## config.mk

```make
export PLATFORM = sky130hd
export DESIGN_NAME = mac_row_dual
export DESIGN_NICKNAME = d
export VERILOG_FILES = /design/src/rtl/mac_row_dual.sv
export SDC_FILE = /design/constraint.sdc
export NUM_CORES = 1
export LEC_CHECK = 0
export ABC_AREA = 1
export CAP_MARGIN = 20
export CELL_PAD_IN_SITES_DETAIL_PLACEMENT = 0
export CELL_PAD_IN_SITES_GLOBAL_PLACEMENT = 1
export CORE_ASPECT_RATIO = 0.75
export CORE_UTILIZATION = 25
export CTS_CLUSTER_SIZE = 40
export DETAILED_ROUTE_END_ITERATION = 7
export GPL_TIMING_DRIVEN = 0
export PLACE_DENSITY = 0.5
export SLEW_MARGIN = 20
export SYNTH_ARGS = -nofsm -noshare
export SYNTH_HDL_FRONTEND = slang
export SYNTH_SLANG_ARGS = --single-unit
export TNS_END_PERCENT = 1
```

## constraint.sdc

```tcl
create_clock -name clk -period 10.6 [get_ports clk]
set_clock_uncertainty 0.1 [all_clocks]
set_input_delay 2.12 -clock clk [delete_from_list [all_inputs] [get_ports clk]]
set_output_delay 2.12 -clock clk [all_outputs]
set_load 0.01 [all_outputs]
```

## src/rtl/mac_row_dual.sv

```systemverilog
// mac_row_dual
//   A row of `col` dual-mode MAC tiles. Each tile either runs weight-stationary
//   (WS: c = psum_in + a*b) or output-stationary (OS: c += a*b). Instructions
//   and activations ripple east one tile per cycle. Weights are loaded
//   first-come-first-served: the first free tile that sees a load keeps that
//   value. A serial drain engine streams the OS accumulators out, east-most
//   tile first, over a valid/ready port.
//
// Ports
//   clk, reset    clock, asynchronous active-high reset
//   mode          0 = WS, 1 = OS (takes effect only while idle and empty)
//   inst_w        bit0 = load weight, bit1 = execute (into tile 0)
//   in_w          activation / weight into tile 0
//   in_n          north psum bus, tile j uses slice j
//   out_s         south psum bus, slice j = accumulator of tile j
//   valid         per tile, a WS result was produced last cycle
//   drain_req     start an OS drain (level)
//   drain_busy    drain engine owns the row; feeder must hold off
//   drain_out     drained accumulator value
//   drain_valid   drain_out is valid
//   drain_ready   consumer accepts drain_out
//   drain_done    one-cycle pulse after the last beat is accepted
module mac_row_dual #(
  parameter int bw      = 4,
  parameter int psum_bw = 16,
  parameter int col     = 8
) (
  input  logic                   clk,
  input  logic                   reset,
  input  logic                   mode,
  input  logic [1:0]             inst_w,
  input  logic [bw-1:0]          in_w,
  input  logic [psum_bw*col-1:0] in_n,
  output logic [psum_bw*col-1:0] out_s,
  output logic [col-1:0]         valid,
  input  logic                   drain_req,
  output logic                   drain_busy,
  output logic [psum_bw-1:0]     drain_out,
  output logic                   drain_valid,
  input  logic                   drain_ready,
  output logic                   drain_done
);

  localparam int IW = (col > 1) ? $clog2(col) : 1;

  typedef enum logic [1:0] {
    S_IDLE  = 2'd0,
    S_WAIT  = 2'd1,
    S_DRAIN = 2'd2
  } state_t;

  state_t          state_q, state_d;
  logic [IW-1:0]   idx_q, idx_d;
  logic            mode_q, mode_d;
  logic            done_q, done_d;

  logic [bw-1:0]      a_q [col];
  logic [bw-1:0]      a_d [col];
  logic [bw-1:0]      b_q [col];
  logic [bw-1:0]      b_d [col];
  logic [psum_bw-1:0] c_q [col];
  logic [psum_bw-1:0] c_d [col];
  logic [1:0]         inst_q [col];
  logic [1:0]         inst_d [col];
  logic [col-1:0]     load_ready_q, load_ready_d;
  logic [col-1:0]     valid_q, valid_d;

  logic [1:0]         inst_src [col];
  logic [bw-1:0]      a_src [col];
  logic [psum_bw-1:0] prod [col];
  logic               pipe_empty;
  logic               beat_accept;

  // The row is empty when no tile holds an instruction in flight.
  always_comb begin
    pipe_empty = 1'b1;
    for (int j = 0; j < col; j++) begin
      if (inst_q[j] != 2'b00) pipe_empty = 1'b0;
    end
  end

  // Tile inputs: tile 0 takes the feeder (gated off while draining),
  // every other tile takes its west neighbour's registers.
  always_comb begin
    inst_src[0] = (state_q == S_IDLE) ? inst_w : 2'b00;
    a_src[0]    = in_w;
    for (int j = 1; j < col; j++) begin
      inst_src[j] = inst_q[j-1];
      a_src[j]    = a_q[j-1];
    end
  end

  // Sign-extend both operands to psum width; the product wraps modulo 2^psum_bw.
  always_comb begin
    for (int j = 0; j < col; j++) begin
      prod[j] = $signed({{(psum_bw-bw){a_src[j][bw-1]}}, a_src[j]}) *
                $signed({{(psum_bw-bw){b_q[j][bw-1]}}, b_q[j]});
    end
  end

  // Drain engine: wait for the row to empty, then walk idx from the east end
  // down to tile 0, one accepted beat at a time.
  always_comb begin
    state_d     = state_q;
    idx_d       = idx_q;
    mode_d      = mode_q;
    done_d      = 1'b0;
    beat_accept = 1'b0;
    case (state_q)
      S_IDLE: begin
        if (pipe_empty) mode_d = mode;
        if (drain_req && mode_q) state_d = S_WAIT;
      end
      S_WAIT: begin
        if (pipe_empty) begin
          state_d = S_DRAIN;
          idx_d   = IW'(col-1);
        end
      end
      S_DRAIN: begin
        if (drain_ready) begin
          beat_accept = 1'b1;
          if (idx_q == '0) begin
            state_d = S_IDLE;
            done_d  = 1'b1;
          end else begin
            idx_d = idx_q - 1'b1;
          end
        end
      end
      default: state_d = S_IDLE;
    endcase
  end

  // Per-tile datapath. A tile that captures a weight consumes the load bit so
  // the next free tile downstream waits for the following load.
  always_comb begin
    load_ready_d = load_ready_q;
    valid_d      = '0;
    for (int j = 0; j < col; j++) begin
      a_d[j]    = a_src[j];
      inst_d[j] = inst_src[j];
      b_d[j]    = b_q[j];
      c_d[j]    = c_q[j];
      if (inst_src[j][0] && load_ready_q[j]) begin
        b_d[j]          = a_src[j];
        load_ready_d[j] = 1'b0;
        inst_d[j][0]    = 1'b0;
      end
      if (inst_src[j][1]) begin
        if (mode_q) begin
          c_d[j] = c_q[j] + prod[j];
        end else begin
          c_d[j]     = in_n[j*psum_bw +: psum_bw] + prod[j];
          valid_d[j] = 1'b1;
        end
      end
      if (beat_accept && (idx_q == IW'(j))) c_d[j] = '0;
    end
  end

  // State registers.
  always_ff @(posedge clk or posedge reset) begin
    if (reset) begin
      state_q      <= S_IDLE;
      idx_q        <= '0;
      mode_q       <= 1'b0;
      done_q       <= 1'b0;
      load_ready_q <= '1;
      valid_q      <= '0;
      for (int j = 0; j < col; j++) begin
        a_q[j]    <= '0;
        b_q[j]    <= '0;
        c_q[j]    <= '0;
        inst_q[j] <= 2'b00;
      end
    end else begin
      state_q      <= state_d;
      idx_q        <= idx_d;
      mode_q       <= mode_d;
      done_q       <= done_d;
      load_ready_q <= load_ready_d;
      valid_q      <= valid_d;
      for (int j = 0; j < col; j++) begin
        a_q[j]    <= a_d[j];
        b_q[j]    <= b_d[j];
        c_q[j]    <= c_d[j];
        inst_q[j] <= inst_d[j];
      end
    end
  end

  genvar g;
  generate
    for (g = 0; g < col; g++) begin : g_out
      assign out_s[g*psum_bw +: psum_bw] = c_q[g];
    end
  endgenerate

  assign valid       = valid_q;
  assign drain_busy  = (state_q != S_IDLE);
  assign drain_valid = (state_q == S_DRAIN);
  assign drain_out   = (state_q == S_DRAIN) ? c_q[idx_q] : '0;
  assign drain_done  = done_q;

endmodule

```

Yosys cells after proc, flatten, opt, wreduce, memory -nomap -nowiden
Cells that the tools add are included.

word-level totals
  bits in registers = 227
  output and inout bits = 155
  logic and storage cells = 193

operators by class
  multipliers = 8
  add/subtract/negate cells = 17
  muxes and demuxes = 68
  order comparisons = 1
  eq/ne operators = 14
  reductions and logical operators = 40
  bitwise logic cells = 1

operators by type and width
  operator                                                   number
  2-to-1 mux 16 bit                                          27
  adder 16 bit                                               16
  multiplier 4 x 4 -> 8 bit                                  8
  binary-select mux 16 bit (select 3 bit)                    1
  nonzero test 2 bit                                         18
  2-to-1 mux 1 bit                                           30
  logical AND 1 bit                                          17
  equality test 3 bit (second input constant)                4
  2-to-1 mux 2 bit                                           5
  2-to-1 mux 3 bit                                           3
  AND reduction 4 bit                                        2
  equality test 3 x 2 -> 1 bit (second input constant)       2
  != test 2 x 1 -> 1 bit (second input constant)             3
  one-hot mux 2 bit (3 select lines)                         1
  one-hot mux 3 bit (2 select lines)                         1
  greater-or-equal comparator 4 bit (second input constant)  1
  != test 2 bit (second input constant)                      2
  NOT 3 -> 4 bit                                             1
  equality test 3 x 1 -> 1 bit (second input constant)       1
  logical NOT 3 bit                                          1
  subtractor 3 x 1 -> 3 bit (second input constant)          1
  equality test 2 x 1 -> 1 bit (second input constant)       1
  equality test 2 bit (second input constant)                1
  logical NOT 2 bit                                          1
  AND reduction 2 bit                                        1

Depth between registers and ports, before layout
Gate-level depths: netlist (run 1).

  word-level depth = 11
  gate-level depth with buffers = 29

Worst setup path after synthesis (run 1)
No wires, ideal clock.

  path kind = input -> register
  start = in in_w[2]
  end = reg c_q, in the netlist out_s[15]
  data required time = 10.381 ns
  stages on the path = 22
  data arrival time = 6.079 ns
  path slack = 4.302 ns
  cells stage by stage = nand2_1 -> fa_1 -> fa_1 -> fa_1 -> inv_1 -> ha_1 -> fa_1 -> nand3_1 -> nand3_1 -> nand2_1 -> nand2_1 -> inv_1 -> nand2_2 -> nand2_2 -> inv_1 -> ha_1 -> a21oi_1 -> o21ai_0 -> a211oi_1 -> nand2_1 -> nor2_1 -> o21ai_2

between the ends
  longest elaborated chain between the ends = 5
  elaborated cells on any way between the ends = 6
  those cells by class = add/sub (2); mul (1); mux (3)

RTL lines
  what                             RTL line  RTL
  from (decl)                      32        input logic [bw-1:0] in_w,
  multiplier 4 x 4 -> 8 bit (*)    96        prod[j] = $signed({{(psum_bw-bw){a_src[j][bw-1]}}, a_src[j]}) *
  adder 16 bit (on tied branches)  154, 152
  2-to-1 mux 16 bit (*)            151       if (mode_q) begin
  2-to-1 mux 16 bit (*)            150       if (inst_src[j][1]) begin
  2-to-1 mux 16 bit (*)            158       if (beat_accept && (idx_q == IW'(j))) c_d[j] = '0;
  to (signal, indexed assignment)  187       c_q[j] <= c_d[j];
  to (decl)                        61        logic [psum_bw-1:0] c_q [col];

Every way passes the cells marked *; elsewhere a longest branch is shown, timed or not. The select of a mux whose other input is x is not followed.
A chain may end at the register's enable or synchronous reset.

Worst setup path after layout (run 1)
Same ends and word-level chain as after synthesis.

==> run_results.csv, run 1 <==
group,metric,value,unit
critical_path,crit_path_end_kind,"flip-flop",
cts,clockRootBuffer,"clkbuf_16",
cts,cts_tree,"done",
power_and_ir_drop,comb_power_share,63.2,%
synthesis,synth_most_common_cell,"nand2_1",
status,status,"finished clean",
drt,vias,20800,
critical_path,critPathArrivalTime,7300,ps
critical_path,reg2reg_depth,22,
synthesis,synth.area.top_cells,"dfrtp_1, ha_1, nand2_1, inv_1, fa_1",
synthesis,netlist_area,21400,µm²
drt,vias_per_cell,4.74,
sta,final.setup.worst_slack,3690,ps
sta,setup_viol,0,
synthesis,yosys.cell_types.count,50,
synthesis,ys_ff_latch,227,
sta,rsz0062_at_grt,"false",
drt,drc,0,
floorplan,die_h,255,µm
cts,h-tree-depth,1,
critical_path,path_cells,"clkdlybuf4s50_1 > nand2_1 > fa_1 > fa_1 > fa_1 > inv_1 > ha_1 > fa_1 > nand3_1 > nand3_1 > nand2_1 > inv_1 > nand2_2 > nand2_2 > inv_1 > ha_1 > a21oi_1 > o21ai_0 > a211oi_1 > nand2_1 > nor2_1 > o21ai_2",
critical_path,cpMaxStageDelayCell,"clkdlybuf4s50_1",
power_and_ir_drop,switchingPower,3780,µW
power_and_ir_drop,switching_share,52.6,%
drt,drt-pass1-iter-count,5,
grt,grt_pass1_vias,21100,
critical_path,cp.required,10990,ps
synthesis,syn_nets,3352,
power_and_ir_drop,leakagePower,0.0140,µW
grt,grt_max_degree,80,
floorplan,design.die.area,86800,µm²
grt,grt_util_all_layers,21.6,%
worst_hold_path,worstHoldPathCells,0,
power_and_ir_drop,internal-power,3410,µW
place,dp_slack,3040,ps
critical_path,cpPeakStageDelay,640,ps
critical_path,cpMostUsedCell,"fa_1",
sta,slew_violations,0,
power_and_ir_drop,p_seq_share,21.8,%
sta,worstMarginPinSlew,1000,ps
layout,fillCellCount,9146,
power_and_ir_drop,vdd_drop_max,0.127,mV
sta,hold_ws,306,ps
synthesis,synth_common_cells,"nand2_1, inv_1, a21oi_1",
cts,hold_buffers,0,
synthesis,synth_top_area_share,25.6,%
synthesis,ys_seq_area_share,26.6,%
drt,final_antenna_net_count,0,
power_and_ir_drop,power,7190,µW
power_and_ir_drop,power_density,268,nW/µm²
place,io_buffers,293,
drt,wl_per_cell,21.5,µm
floorplan,die_x,340,µm
cts,cts_setup_buffers,0,
cts,clk_pin_slew,60,ps
critical_path,start_kind,"primary input",
layout,syn2layout_area_growth,25.3,%
floorplan,row_count,92,
floorplan,core,84400,µm²
sta,fin_crit_sh,65.2,%
synthesis,async_flop_share,100,%
layout,fin_area,26800,µm²
critical_path,crit_fanout,8,
cts,clockBufferDepth,3,
synthesis,ys.flop_type,"dfrtp_1",
layout,multi_input_area,13600,µm²
sta,maxSlewHeadroom,33.1,%
layout,regArea,5690,µm²
cts,cts_buffers,30,
sta,final_hold_viol_count,0,
place,placed_cell_area,25800,µm²
place,dp_hpwl,77.4,mm
floorplan,start_util,25.4,%
synthesis,yosys_warnings,0,
layout,fin_nets,3679,
grt,grt_pass1_wl,140,mm
drt,routed_wl,94.4,mm
power_and_ir_drop,clkPwrFrac,15.0,%
drt,drt_iter0_drc,1244,
synthesis,avgSynthCellArea,7.35,µm²
synthesis,synth_area_leader_cell,"dfrtp_1",
grt,overflow,0,
floorplan,io_pins,294,
critical_path,critPathKind,"in2reg",
sta,clock.fmax,145,MHz
synthesis,synth_cells,2912,
flow_run,cap_viol_max_count,0,
layout,drive_above_1_share,7.54,%
worst_hold_path,hp-class,"reg2reg",
place,place.gp.congestion,0.934,
cts,clk-insertion-delay-late,620,ps
grt,antenna_found_initial,4,
synthesis,synth_edf_count,0,
cts,cts_resized,0,
sta,min_period,6910,ps
cts,clock-sinks,227,
-- sequential cells by signal, indices dropped and copies added, names as in the netlist --
register / flops
a_d: 28
b_q: 32
drain_done: 1
idx_q: 3
inst_d: 7
inst_q: 9
load_ready_q: 8
mode_q: 1
out_s: 128
state_q: 2
valid: 8
-- power by group through the flow --
stage          clock [µW]  combinational, µW  sequential (µW)
5_1_grt              1140               5060             1600
2_1_floorplan           0               2630             1470
3_3_place_gp            0               4530             1600
3_5_place_dp            0               4540             1600
6_report             1080               4550             1570
4_1_cts              1110               4570             1580
-- cells by family (layout without fill, tap and decap cells) --
family	count (synthesis)	in the layout	share of synthesized area [%]
XOR/XNOR	56	56	2.47
flip-flops	227	227	26.6
multiplexers	36	36	1.87
other	0	1	0
AO/OA/AOI/OAI	614	614	15.8
AND/OR/NAND/NOR	1131	1131	23.0
adder cells (fa/ha/maj)	301	301	20.4
buffers and inverters	547	898	9.88
-- path summary, 6_finish.rpt --
kind	start	to	slack [ps]
min in group asynchronous	reset	out_s[52]	1890
max in group asynchronous	reset	out_s[110]	7680
setup reg to reg	a_d[10]	out_s[95]	5320
hold reg to reg	inst_d[5]	inst_d[3]	310
setup / recovery	in_w[2]	out_s[15]	3690
hold / removal	inst_d[5]	inst_d[3]	310
-- final cells by class --
cell class / instances / area share, %
clock buffer: 43 / 3.20
timing repair buffer: 295 / 11.1
clock inverter: 13 / 0.522
sequential: 227 / 21.2
multi-input combinational: 2138 / 50.7
inverter: 484 / 6.81
tap: 1128 / 5.26
antenna: 1 / 0.00933
buffer: 63 / 1.11
-- metrics by stage --
step | utilization [%] | TNS [ps] | cells
2_1_floorplan | - | 0 | 2912
3_3_place_gp | 30.5 | -456970 | 4333
3_5_place_dp | 30.6 | 0 | 4335
4_1_cts | 31.8 | 0 | 4391
5_1_grt | 31.8 | 0 | 4392
6_report | 31.8 | 0 | 4392
-- cells in the final DEF, fill, tap and decap left out, drive strengths merged, types with 35 or more instances in the layout --
cell type	count
inv	479
nand3	145
dfrtp	219
o21ai	205
a21oi	269
o22ai	58
nand2	663
clkdlybuf4s50	293
ha	221
xor2	44
nor2	261
buf	35
fa	80
clkbuf	73
-- per-layer routing --
metal / up-vias / global-route usage, % / routed length [µm]
met2: 477 / 34.4 / 42400
met3: 86 / 3.99 / 5040
met4: 0 / 5.16 / 2510
met1: 10000 / 29.9 / 44400
li1: 10200 / - / -
met5: - / 0 / 0
-- critical path: cells and delay by family --
kind	cells	cell delay, ps
compound gates	4	810
buf+inv	4	990
simple gates	8	880
fa+ha+maj	6	2520
Power figures use the tool's default switching activity.
==> run 2: changes to the inputs <==
Settings changed: PLACE_DENSITY 0.5 to 0.52.
Clock period 10.6 ns to 6.3 ns, I/O delays scaled along.
==> run_results.csv, run 2 (synthesized netlist as in run 1, its figures left out) <==
group,metric,value,unit
status,status,"finished clean",
layout,regArea,5690,µm²
cts,clockRootBuffer,"clkbuf_16",
cts,clk_pin_slew,60,ps
cts,clock-sinks,227,
layout,drive_above_1_share,7.74,%
cts,cts_tree,"done",
worst_hold_path,hp-class,"reg2reg",
power_and_ir_drop,switchingPower,6390,µW
critical_path,start_kind,"primary input",
power_and_ir_drop,leakagePower,0.0140,µW
critical_path,critPathArrivalTime,6350,ps
drt,drc,0,
power_and_ir_drop,switching_share,52.6,%
grt,antenna_found_initial,3,
layout,layout_commonest_cell,"nand2_1",
place,dp_hpwl,78.6,mm
layout,largest_reg_flops,128,
grt,grt_pass1_vias,20900,
sta,rsz0062_at_grt,"false",
sta,clock.fmax,167,MHz
cts,hold_buffers,0,
critical_path,crit_path_end_kind,"flip-flop",
sta,hold_ws,295,ps
power_and_ir_drop,vdd_drop_max,0.167,mV
critical_path,critPathKind,"in2reg",
place,io_buffers,293,
grt,grt_util_all_layers,21.5,%
place,dp.cells,4342,
critical_path,cp.required,6680,ps
critical_path,cp_num_buf_inv,5,
place,place.gp.congestion,0.929,
sta,min_period,5970,ps
critical_path,cpMaxStageDelayCell,"clkdlybuf4s50_1",
critical_path,crit_family,"adder cells",
critical_path,crit_fanout,8,
layout,final_cell_mix,"nand2_1, inv_1, clkdlybuf4s50_1, a21oi_1, nor2_1",
grt,grt_pass1_wl,138,mm
cts,cts_resized,0,
sta,final_hold_viol_count,0,
floorplan,die_h,255,µm
floorplan,core,84400,µm²
layout,syn2layout_area_growth,26.0,%
grt,grt_max_degree,33,
drt,vias,20800,
layout,fin_cells,4400,
layout,utilization,32.0,%
grt,overflow,0,
sta,setup_viol,0,
layout,fillCellCount,9089,
sta,final.setup.worst_slack,327,ps
flow_run,cap_viol_max_count,0,
drt,routed_wl,94.8,mm
sta,slew_violations,0,
drt,vias_per_cell,4.72,
cts,clockBufferDepth,3,
power_and_ir_drop,comb_power_share,63.2,%
place,dp_slack,-402,ps
floorplan,die_x,340,µm
drt,wl_per_cell,21.5,µm
sta,fin_crit_sh,94.8,%
floorplan,row_count,92,
cts,h-tree-depth,1,
sta,worstMarginPinSlew,1080,ps
critical_path,cpPeakStageDelay,640,ps
floorplan,io_pins,294,
drt,final_antenna_net_count,0,
power_and_ir_drop,clkPwrFrac,15.0,%
sta,maxSlewHeadroom,28.1,%
layout,multi_input_area,13600,µm²
drt,drt_iter0_drc,1452,
cts,cts_buffers,30,
power_and_ir_drop,power_density,450,nW/µm²
drt,drt-pass1-iter-count,5,
power_and_ir_drop,power,12200,µW
power_and_ir_drop,p_seq_share,21.8,%
power_and_ir_drop,internal-power,5760,µW
layout,fin_nets,3686,
floorplan,design.die.area,86800,µm²
cts,cts_setup_buffers,0,
critical_path,cpMostUsedCell,"nand2_1",
floorplan,start_util,25.4,%
cts,clk-insertion-delay-late,620,ps
[run 2: area by class of cell]
| type | instances | share of cell area (%) |
|---|---|---|
| Tap cell | 1128 | 5.23 |
| Multi-Input combinational cell | 2138 | 50.5 |
| Buffer | 63 | 1.10 |
| Clock buffer | 42 | 3.10 |
| Clock inverter | 14 | 0.635 |
| Timing Repair Buffer | 302 | 11.6 |
| Sequential cell | 227 | 21.1 |
| Inverter | 484 | 6.76 |
| Antenna cell | 2 | 0.0186 |
[run 2: per-stage QoR]
step | TNS, ps | area (µm²)
after global placement | -99510 | 25800
after global routing | 0 | 27000
after floorplan | 0 | 21400
after CTS | 0 | 27000
after detailed placement | -1380 | 26000
final | 0 | 27000
[run 2: final timing paths]
kind	slack (ps)	endpoint	from	cells after the start
worst max-delay path	330	out_s[14]	in_w[2]	28
min in group asynchronous	1000	out_s[64]	reset	2
worst min-delay path	290	inst_d[5]	inst_d[7]	0
worst min register to register	290	inst_d[5]	inst_d[7]	0
max in group asynchronous	3850	out_s[110]	reset	6
worst max register to register	910	out_s[127]	a_d[0]	22
[run 2: routing by layer]
layer / track usage [%] / vias up / routed length, µm
li1: - / 10200 / -
met4: 4.97 / 0 / 2430
met5: 0 / - / 0
met2: 33.6 / 543 / 41400
met3: 4.37 / 74 / 5870
met1: 30.1 / 9935 / 45100
[run 2: power groups by stage]
stage | clock [µW] | combinational (µW) | sequential [µW]
2_1_floorplan | 0 | 4420 | 2480
3_3_place_gp | 0 | 7610 | 2710
3_5_place_dp | 0 | 7640 | 2700
4_1_cts | 1880 | 7680 | 2680
5_1_grt | 1930 | 8480 | 2720
6_report | 1820 | 7680 | 2650
